--- src/rtl/mem_16_8.sv ---
// Simple dual-port register-file memory: one synchronous write port, one registered read port
// with a one-cycle valid strobe. Asynchronous reset clears storage and read outputs.
module mem_16_8 #(
    parameter int DATA_W = 8,
    parameter int ADDR_W = 4,
    parameter int DEPTH  = 16
) (
    input  logic              clk,
    input  logic              rst_n,
    input  logic              wren,
    input  logic [ADDR_W-1:0] wr_addr,
    input  logic [DATA_W-1:0] wr_data,
    input  logic              rden,
    input  logic [ADDR_W-1:0] rd_addr,
    output logic [DATA_W-1:0] rd_data,
    output logic              ovalid
);

    logic [DATA_W-1:0] r_mem [DEPTH];
    logic [DATA_W-1:0] r_rd_data;
    logic              r_ovalid;
    logic [DATA_W-1:0] w_rd_word;
    logic [DATA_W-1:0] w_rd_data_nxt;

    // Storage array: cleared on reset, written on wren.
    always_ff @(posedge clk or negedge rst_n) begin
        if (!rst_n) begin
            for (int i = 0; i < DEPTH; i++) begin
                r_mem[i] <= '0;
            end
        end else if (wren) begin
            r_mem[wr_addr] <= wr_data;
        end
    end

    // Read mux sees the pre-edge array, so read-during-write returns the old word.
    always_comb begin
        w_rd_word = r_mem[rd_addr];
        if (rden) begin
            w_rd_data_nxt = w_rd_word;
        end else begin
            w_rd_data_nxt = r_rd_data;
        end
    end

    // Registered read data and valid strobe.
    always_ff @(posedge clk or negedge rst_n) begin
        if (!rst_n) begin
            r_rd_data <= '0;
            r_ovalid  <= 1'b0;
        end else begin
            r_rd_data <= w_rd_data_nxt;
            r_ovalid  <= rden;
        end
    end

    assign rd_data = r_rd_data;
    assign ovalid  = r_ovalid;

endmodule

--- config.mk ---
export PLATFORM = sky130hd
export DESIGN_NAME = mem_16_8
export DESIGN_NICKNAME = d
export VERILOG_FILES = /design/src/rtl/mem_16_8.sv
export SDC_FILE = /design/constraint.sdc
export NUM_CORES = 1
export LEC_CHECK = 0
export CORE_ASPECT_RATIO = 0.7
export CORE_MARGIN = 3
export CORE_UTILIZATION = 57
export CTS_CLUSTER_DIAMETER = 40
export DETAILED_ROUTE_END_ITERATION = 10
export DONT_BUFFER_PORTS = 1
export MAX_ROUTING_LAYER = met4
export PLACE_DENSITY = 0.83
export SYNTH_ARGS = -nofsm -noshare
export SYNTH_HDL_FRONTEND = slang
export SYNTH_SLANG_ARGS = --single-unit
--- constraint.sdc ---
create_clock -name clk -period 1.6 [get_ports clk]
set_clock_uncertainty 0.05 [all_clocks]
set_input_delay 0.24 -clock clk [delete_from_list [all_inputs] [get_ports clk]]
set_output_delay 0.24 -clock clk [all_outputs]
set_load 0.01 [all_outputs]
* After elaboration in Yosys (flattened, before gate mapping)
Cells that the tools add are included.
** Operators by class
- Add/sub/neg operators :: 0
- Multipliers :: 0
- Divide/modulo/power cells :: 0
- Order comparisons :: 3
- Equal/unequal tests :: 0
- Shift operators :: 0
- Mux-type cells :: 6
- Bitwise logic cells :: 2
- Reduce and logical (&&, ||, !) cells :: 1
** Operators with widths (count)
- bitwise mux 128 bit :: 1
- binary-select mux 8 bit (select 4 bit) :: 1
- demux 8 bit (select 4 bit) :: 1
- 2-to-1 mux 8 bit :: 3
- greater-or-equal comparator 5 bit (second input constant) :: 2
- NOT 4 -> 5 bit :: 2
- less-than comparator 5 x 1 -> 1 bit (second input constant) :: 1
- logical AND 1 bit :: 1
** Storage, ports and cells
- Register bits after elaboration :: 137
- Bits in latches :: 0
- Bits in writable memories :: 0
- Memory bits (read-only) :: 0
- Bits of input ports :: 20
- Output and inout bits :: 9
- Logic and storage cells :: 30
- Memories :: 0

* Depth between registers and ports, before layout
Gate-level depths: netlist of run 1.
- Depth after elaboration :: 6
- Mapped depth :: 6
- Mapped depth without buffers :: 3

* Worst setup path after synthesis of run 1
No wires, ideal clock.
- Path type :: input -> register
- Start :: input port wr_addr[1]
- End :: register r_mem[120] (netlist name)
- Library setup time :: 125 ps
- Arrival time :: 1360 ps
- Required time :: 1425 ps
- Slack :: 65 ps
- Stages :: 4
- Buffers on the path :: 2
- Cells stage by stage :: buf_4 or4_4 buf_6 mux2_4
** Between the ends
- Word-level cells in the longest chain between the ends :: 6
- Elaborated cells on any way between the ends :: 7
- Those cells by class :: 2 x order compare; 3 x mux; 1 x bitwise; 1 x reduce/logical
** Ends and longest elaborated chain
- from (decl) :: line 11 : input logic [ADDR_W-1:0] wr_addr,
- NOT 4 -> 5 bit (implied by the code) * :: line 32 : r_mem[wr_addr] <= wr_data;
- greater-or-equal comparator 5 bit (implied by the code) / less-than comparator 5 x 1 -> 1 bit (equally long branches) :: line 32
- logical AND 1 bit (implied by the code) :: line 32
- 2-to-1 mux 8 bit (implied by the code) :: line 32
- demux 8 bit (select 4 bit) * :: line 32
- bitwise mux 128 bit * :: line 32
- to (signal, indexed assignment) :: line 32
- to (decl) :: line 19 : logic [DATA_W-1:0] r_mem [DEPTH];
Every way passes the cells marked *; elsewhere a longest branch is shown, timed or not.
A chain may end at the register's enable or synchronous reset.

* Final worst setup path of run 1
- Start :: register r_mem[7] (netlist name)
- End :: register r_rd_data[7], in the netlist rd_data[7]
** Between the ends
- Word-level cells in the longest chain between the ends :: 3
** Ends and longest elaborated chain
- binary-select mux 8 bit (select 4 bit) :: line 38 : w_rd_word = r_mem[rd_addr];
- 2-to-1 mux 8 bit (implied by the code) (2 in series) :: line 38
- to (signal assigned) :: line 52 : r_rd_data <= w_rd_data_nxt;
- to (decl) :: line 20 : logic [DATA_W-1:0] r_rd_data;
No other way between the ends. The select of a mux whose other input is x is not followed.

==> impl_metrics.toml, run 1 <==
[status]
status = "complete, but fails checks"
violations = "hold timing"

[worst_setup_path]
critPathMaxFanout = 2
crit_chain = "mux4_2, mux2i_1, a221oi_1"
path_buf_inv = 0
critical-path-max-stage-delay_ns = 0.47
worstPathRequired_ns = 1.82
start_kind = "flip-flop"
critical_path_class = "flip-flop to flip-flop"
cp_top_family = "multiplexers"
slowest_stage = "mux4_2"
cp_data_arrival_time_ns = 1.75
cp-end-kind = "flip-flop"

[cells_and_area]
nNetsFinal = 417
area.growth.synth_to_final_pct = 14.1
regArea_um2 = 3430
fillCellCount = 698
drive_gt1_share_pct = 53.9
fin_area_um2 = 7140
antenna_cells = 0
fin_cells = 558
multi_input_area_um2 = 2670

[detailed_routing]
drtIter0Drc = 201
ant_nets = 0
vias = 3469
routed_wl_um = 13600
via_per_inst = 6.22
dr.pass1.iters = 4
drc_errors = 0
routedWlPerCell_um = 24.3

[sta]
timing.hold.ws_ns = -0.536
fin_ws_ns = 0.0675
worst_pin_slew_ns = 0.688
period_needed_ns = 1.53
rsz0062_at_grt = "no"
slew_violations = 0
setup_violations = 0
tns_ns = 0
timing.fmax_mhz = 653
hold_viol = 137
post-route-period-util_pct = 95.8
maxSlewHeadroom_pct = 54.0

[power_and_ir_drop]
p_per_area_nw_per_um2 = 1440
p_leak_nw = 3.02
vdd_ir_drop_max_uv = 975

[clock_tree]
postCtsSetupRepairBufs = 0
insertion_delay_ns = 0.42
cts_resized = 0
clk_path_buf_depth = 2
clkTransAtPathRegs_ns = 0.06
cts_sinks = 137
htreeDepth = 4
numCtsBuffers = 17
cts_tree = "built"
cts_root_buffer = "clkbuf_16"
hold_buffers = 9

[logic_synthesis]
ys_ff_latch = 137
ys_warn_count = 0
synth_fp_nets = 405
synthCells = 385
synth_top_area_cell = "dfrtp_1"
yosysTopAreaCellShare_pct = 54.8
syn_area_um2 = 6260
yosysUniqueCellTypes = 27
synth.area.top_cells = "dfrtp_1 (55%), mux2_2 (22%), mux4_2 (12%)"
synth.avg_cell_area_um2 = 16.2
ys_seq_area_share_pct = 54.8

[floorplan]
core-area_um2 = 10500
die_area_um2 = 12300
die_h_um = 93.7
io_pins = 29
floorplan.initialDensity_pct = 59.5
dieWidth_um = 131
row_count = 31

[global_routing]
grt_pass1_vias = 3783
overflow = 0
grt_pass1_wl_um = 21700
grt_use_total_pct = 24.8
antenna_found_initial = 0
grt_max_degree = 138

[placement]
dp.cells = 517
dpl_cell_area_um2 = 6420
gp_congestion = 0.788
hpwl_um = 8480
portBuffers = 0
dpl_worst_slack_ns = 0.0304

[flow_run]
drv_cap = 0

[hold_path]
min-delay-path-class = "input port to async pin"
==> cell type report <==
class | count | share of cell area (%)
tap | 148 | 2.59
timing repair buffer | 21 | 3.23
sequential | 137 | 48.0
clock buffer | 21 | 6.73
clock inverter | 11 | 2.02
multi-input combinational | 220 | 37.4
==> synthesized netlist by cell type <==
cell type	n
a221oi_1	8
and2_1	1
buf_1	4
buf_2	4
buf_4	7
buf_6	2
clkbuf_1	9
clkbuf_4	2
dfrtp_1	137
mux2_2	120
mux2_4	8
mux2i_1	8
mux4_2	32
nand2_1	2
nand2b_1	2
nand2b_4	2
nand3_1	2
nand3b_1	2
nor2_1	8
nor2_2	6
nor3_2	3
nor3_4	3
nor4_4	1
o22ai_1	8
or2_2	1
or3_1	2
or4_4	1
==> stage by stage <==
stage	power, mW	utilization, %
after floorplan	5.89	-
after global placement	6.04	61.1
after detailed placement	6.19	61.1
after CTS	10.4	67.9
after global routing	10.7	67.9
final	10.3	67.9
==> flip-flops by register name (all words and copies together) (netlist names) <==
name	flops
r_mem	128
ovalid	1
rd_data	8
==> cell usage in the layout (no fill, tap or decap), drive strengths merged <==
master and count:
a221oi 8, dfrtp 137, clkinv 4, nand2b 4, mux2i 8, mux4 32, and2 1, dlygate4sd3 9
or4 1, nor4 1, clkbuf 21, nand2 2, nor2 14, or3 2, nor3 6, clkinvlp 4
o22ai 8, nand3 2, buf 12, or2 1, bufinv 3, mux2 128, nand3b 2
==> routing by layer <==
layer	vias up	global-route usage (%)	wire length, µm
li1	1474	-	-
met1	1900	34.1	6220
met2	81	36.9	6390
met3	14	7.07	791
met4	0	6.91	166
met5	-	-	0
==> power breakdown <==
| group | total [mW] | switching [mW] | internal, mW |
|---|---|---|---|
| logic | 1.50 | 0.478 | 1.02 |
| clock network | 4.08 | 1.47 | 2.61 |
| registers | 4.72 | 0.459 | 4.26 |
| total | 10.3 | 2.40 | 7.89 |
==> logic make-up after synthesis <==
| logic type | count (synthesis) | share of synthesized area (%) |
|---|---|---|
| AO/OA/AOI/OAI | 16 | 1.92 |
| multiplexers | 168 | 36.3 |
| buffers and inverters | 28 | 2.54 |
| AND/OR/NAND/NOR | 36 | 4.42 |
| flip-flops | 137 | 54.8 |
==> path summary, 6_finish.rpt <==
check	endpoint	depth (start not counted)	slack (ns)	startpoint
max in group asynchronous	r_mem[14]$_DFFE_PN0P_	0	1.85	rst_n
setup / recovery	rd_data[7]$_DFFE_PN0P_	3	0.07	r_mem[7]$_DFFE_PN0P_
hold / removal	r_mem[57]$_DFFE_PN0P_	0	-0.54	rst_n
setup reg to reg	rd_data[7]$_DFFE_PN0P_	3	0.07	r_mem[7]$_DFFE_PN0P_
hold reg to reg	r_mem[48]$_DFFE_PN0P_	1	0.45	r_mem[48]$_DFFE_PN0P_
min in group clk	rd_data[3]$_DFFE_PN0P_	2	0.06	rd_addr[1]
Power figures use the tool's default switching activity.
==> inputs of run 2 (changes only) <==
--- a/config.mk
+++ b/config.mk
@@ -12,7 +12,7 @@
 export DETAILED_ROUTE_END_ITERATION = 10
 export DONT_BUFFER_PORTS = 1
 export MAX_ROUTING_LAYER = met4
-export PLACE_DENSITY = 0.83
+export PLACE_DENSITY = 0.72
 export SYNTH_ARGS = -nofsm -noshare
 export SYNTH_HDL_FRONTEND = slang
 export SYNTH_SLANG_ARGS = --single-unit
==> run 2 against run 1 <==
The run still ends with hold timing left. Setup slack improved by 0.16 ns. Sequential power barely moved. Hold slack improved by 0.013 ns. Non-clock buffer count rose by 2. Flip-flop and latch count did not move. Combinational power fell by 3%. Sequential share of layout area fell by 0.14 points. Global-route usage fell by 0.40 points. Final cell count rose by 0.36%. Register-to-register slack improved by 0.16 ns. Highest routed layer unchanged.
==> impl_metrics.toml, run 2 (synthesis gave the netlist of run 1 again) <==
[sta]
timing.fmax_mhz = 727
timing.hold.ws_ns = -0.524
tns_ns = 0
maxSlewHeadroom_pct = 57.9
post-route-period-util_pct = 86.0
setup_violations = 0
period_needed_ns = 1.38
hold_viol = 137
worst_pin_slew_ns = 0.630
rsz0062_at_grt = "no"
slew_violations = 0

[cells_and_area]
fin_cells = 560
largest-register = "r_mem"
largest_register_ffs = 128
fillCellCount = 709
final_common_cell = "dfrtp_1"
fin_area_um2 = 7160
layout_common_cells = "dfrtp_1 (137), mux2_2 (120), mux4_2 (32)"
nNetsFinal = 419
antenna_cells = 0
drive_gt1_share_pct = 53.6
area.growth.synth_to_final_pct = 14.4

[detailed_routing]
routedWlPerCell_um = 23.7
via_per_inst = 6.19
ant_nets = 0
drtIter0Drc = 209
routed_wl_um = 13300
vias = 3466
dr.pass1.iters = 4
drc_errors = 0

[clock_tree]
clkTransAtPathRegs_ns = 0.06
cts_sinks = 137
htreeDepth = 4
insertion_delay_ns = 0.41
cts_tree = "built"
hold_buffers = 10
postCtsSetupRepairBufs = 0
clk_path_buf_depth = 2
cts_resized = 0
cts_root_buffer = "clkbuf_16"
numCtsBuffers = 17

[power_and_ir_drop]
vdd_ir_drop_max_uv = 877
p_leak_nw = 3.03
p_per_area_nw_per_um2 = 1440

[global_routing]
grt_pass1_wl_um = 21700
antenna_found_initial = 0
use_met3_pct = 7.60
grt_max_degree = 138
grtUsageMet1_pct = 32.3
grt_use_total_pct = 24.4
grt_pass1_vias = 3664
top_usage_layer = "met2"
overflow = 0
met2_usage_pct = 36.7

[worst_setup_path]
critical_path_class = "flip-flop to flip-flop"
slowest_stage = "mux4_2"
cp_data_arrival_time_ns = 1.59
reg2reg_depth = 3
critPathMaxFanout = 2
worstPathRequired_ns = 1.81
critical-path-max-stage-delay_ns = 0.48
crit_chain = "mux4_2, o22ai_1, a221oi_1"
start_kind = "flip-flop"
cp-end-kind = "flip-flop"
r2r_slack_ns = 0.22

[floorplan]
floorplan.initialDensity_pct = 59.5
core-area_um2 = 10500
io_pins = 29
dieWidth_um = 131
die_h_um = 93.7
row_count = 31
die_area_um2 = 12300

[status]
status = "complete, but fails checks"
violations = "hold timing"

[placement]
gp_congestion = 0.803
portBuffers = 0
dpl_cell_area_um2 = 6430
hpwl_um = 8230
dp.cells = 518

[flow_run]
drv_cap = 0

[hold_path]
min-delay-path-class = "input port to async pin"
==> run 2: power breakdown <==
part / internal [mW] / leakage (nW) / switching [mW]
Clock: 2.68 / 0.302 / 1.45
Combinational: 1.02 / 1.06 / 0.435
Sequential: 4.26 / 1.67 / 0.463
==> run 2: worst max-delay path: cells and delay by family, from the launching register on <==
family | cells | cell delay [ns]
AO/OA/AOI/OAI | 2 | 0.30
flip-flops | 1 | 0.40
multiplexers | 1 | 0.48
==> run 2: layout make-up <==
cell class                      count  area, µm²  area share (%)
Clock buffer                       20        457            6.38
Clock inverter                     12        171            2.39
Tap cell                          148        185            2.59
Sequential cell                   137       3430            47.9
Multi-Input combinational cell    220       2670            37.3
Timing Repair Buffer               23        248            3.46
==> run 2: worst paths after layout <==
kind                                             start                     end
worst max-delay path            r_mem[123]$_DFFE_PN0P_  rd_data[3]$_DFFE_PN0P_
worst min-delay path                             rst_n  r_mem[100]$_DFFE_PN0P_
worst max register to register  r_mem[123]$_DFFE_PN0P_  rd_data[3]$_DFFE_PN0P_
worst min register to register   r_mem[76]$_DFFE_PN0P_   r_mem[76]$_DFFE_PN0P_
max in group asynchronous                        rst_n  rd_data[1]$_DFFE_PN0P_
min in group clk                            rd_addr[1]  rd_data[6]$_DFFE_PN0P_
==> run 2: per-stage QoR <==
step	power, mW	hold WS, ns	util [%]	setup slack (ns)
4_1_cts	10.4	-0.540	68.1	0.217
6_report	10.3	-0.524	68.1	0.224
3_5_place_dp	6.15	-0.0998	61.2	0.109
5_1_grt	10.8	-0.548	68.1	0.170
2_1_floorplan	5.89	-0.106	-	0.0650
3_3_place_gp	6.04	-0.0997	61.2	0.146
==> run 2: metal layers <==
metal	up-vias	routed length [µm]
met5	-	0
met4	0	245
met3	23	789
met2	78	6150
met1	1884	6070
li1	1481	-
==> inputs of run 3 (changes only) <==
--- a/config.mk
+++ b/config.mk
@@ -5,6 +5,7 @@
 export SDC_FILE = /design/constraint.sdc
 export NUM_CORES = 1
 export LEC_CHECK = 0
+export CAP_MARGIN = 25
 export CORE_ASPECT_RATIO = 0.7
 export CORE_MARGIN = 3
 export CORE_UTILIZATION = 57
==> constraint.sdc (replaced) <==
create_clock -name clk -period 1.6 [get_ports clk]
set_clock_uncertainty 0.05 [all_clocks]
set_input_delay 0.16 -clock clk [delete_from_list [all_inputs] [get_ports clk]]
set_output_delay 0.16 -clock clk [all_outputs]
set_load 0.01 [all_outputs]
==> run 3 against run 2 <==
The flow still finishes with violations (hold timing). Hold slack got worse by 0.088 ns. First-iteration DRC count shrank 14%. Cell area decreased by 0.21%. Critical endpoint is now rd_data[5]$_DFFE_PN0P_. Flip-flop and latch count unchanged.
==> impl_metrics.toml, run 3 (synthesis gave the netlist of run 1 again) <==
[global_routing]
grt_pass1_wl_um = 21600
antenna_found_initial = 0
grt_max_degree = 138
grt_use_total_pct = 24.6
overflow = 0
grt_pass1_vias = 3765

[placement]
dpl_cell_area_um2 = 6400
dpl_worst_slack_ns = 0.149
gp_congestion = 0.833
hpwl_um = 8270
dp.cells = 518
portBuffers = 0

[clock_tree]
insertion_delay_ns = 0.41
cts_tree = "built"
cts_root_buffer = "clkbuf_16"
numCtsBuffers = 17
clk_path_buf_depth = 2
cts_resized = 0
clkTransAtPathRegs_ns = 0.06
htreeDepth = 4
postCtsSetupRepairBufs = 0
cts_sinks = 137
hold_buffers = 11

[status]
violations = "hold timing"
status = "complete, but fails checks"

[cells_and_area]
fin_cells = 561
multi_input_area_um2 = 2670
area.growth.synth_to_final_pct = 14.2
largest_register_ffs = 128
antenna_cells = 0
largest-register = "r_mem"
utilization_pct = 68.0
drive_gt1_share_pct = 53.8
regArea_um2 = 3430
fillCellCount = 701
nNetsFinal = 420
layout_common_cells = "dfrtp_1 (137), mux2_2 (120), mux4_2 (32)"
fin_area_um2 = 7140
final_common_cell = "dfrtp_1"

[power_and_ir_drop]
p_int_mw = 7.89
swShare_pct = 23.4
finalPower_mw = 10.3
p_per_area_nw_per_um2 = 1440
seq_power_share_pct = 45.7
vdd_ir_drop_max_uv = 873
p_comb_share_pct = 14.3
p_leak_nw = 3.02
clockPowerShare_pct = 40.0
power.net_switching_mw = 2.42

[detailed_routing]
via_per_inst = 6.25
ant_nets = 0
routed_wl_um = 13600
drtIter0Drc = 179
dr.pass1.iters = 5
vias = 3507
routedWlPerCell_um = 24.2
drc_errors = 0

[sta]
worst_pin_slew_ns = 0.690
tns_ns = 0
period_needed_ns = 1.42
post-route-period-util_pct = 88.6
rsz0062_at_grt = "no"
hold_viol = 137
maxSlewHeadroom_pct = 53.8
slew_violations = 0
timing.fmax_mhz = 705
timing.hold.ws_ns = -0.612
fin_ws_ns = 0.182
setup_violations = 0

[worst_setup_path]
critical-path-max-stage-delay_ns = 0.47
critPathMaxFanout = 2
cp-end-kind = "flip-flop"
start_kind = "flip-flop"
slowest_stage = "mux4_2"
cp_data_arrival_time_ns = 1.63
crit_chain = "mux4_2, mux2i_1, a221oi_1"
worstPathRequired_ns = 1.81
critical_path_class = "flip-flop to flip-flop"

[hold_path]
min-delay-path-class = "input port to async pin"

[floorplan]
row_count = 31
dieWidth_um = 131
die_h_um = 93.7
die_area_um2 = 12300
io_pins = 29
core-area_um2 = 10500
floorplan.initialDensity_pct = 59.5

[flow_run]
drv_cap = 0
run 3: cell count changes in the layout (fill, tap and decap cells not counted), moves of 2 or more:
cell | previous run | this run
buf_4 | 9 | 11
clkinv_2 | 4 | 2
clkinvlp_4 | 3 | 5
buf_12 | 4 | 2
clkbuf_8 | 2 | 0
clkinv_4 | 0 | 4
run 3: metal layers:
layer / track usage (%) / vias to the layer above / wire length (µm)
li1: - / 1487 / -
met2: 37.3 / 89 / 6530
met3: 7.17 / 15 / 745
met4: 7.87 / 0 / 157
met1: 32.7 / 1916 / 6150
met5: - / - / 0
run 3: area by class of cell:
type	count	share of cell area, %
multi-input cells	220	37.4
clock inverters	15	2.84
flip-flops and latches	137	48.0
repair buffers	24	3.26
clock buffers	17	5.96
well taps	148	2.59
run 3: power by group through the flow:
stage,clock network (mW),logic (mW),registers [mW]
global route,4.34,1.59,4.80
floorplan,0,1.31,4.59
finish,4.13,1.47,4.71
global placement,0,1.34,4.70
CTS,4.19,1.49,4.70
detailed placement,0,1.40,4.75
run 3: critical path: cells and delay by family (launching register included):
family | cells | cell delay, ns
muxes | 2 | 0.69
AOI/OAI and AO/OA | 1 | 0.13
DFF | 1 | 0.39
run 3: worst paths after layout:
| check | start | endpoint | slack, ns | depth (start not counted) |
|---|---|---|---|---|
| min in group clk | rd_addr[1] | rd_data[0]$_DFFE_PN0P_ | 0.03 | 2 |
| max in group asynchronous | rst_n | r_mem[69]$_DFFE_PN0P_ | 1.91 | 0 |
| hold reg to reg | r_mem[54]$_DFFE_PN0P_ | r_mem[54]$_DFFE_PN0P_ | 0.45 | 1 |
| setup reg to reg | r_mem[101]$_DFFE_PN0P_ | rd_data[5]$_DFFE_PN0P_ | 0.18 | 3 |
| setup / recovery | r_mem[101]$_DFFE_PN0P_ | rd_data[5]$_DFFE_PN0P_ | 0.18 | 3 |
| hold / removal | rst_n | r_mem[60]$_DFFE_PN0P_ | -0.61 | 0 |
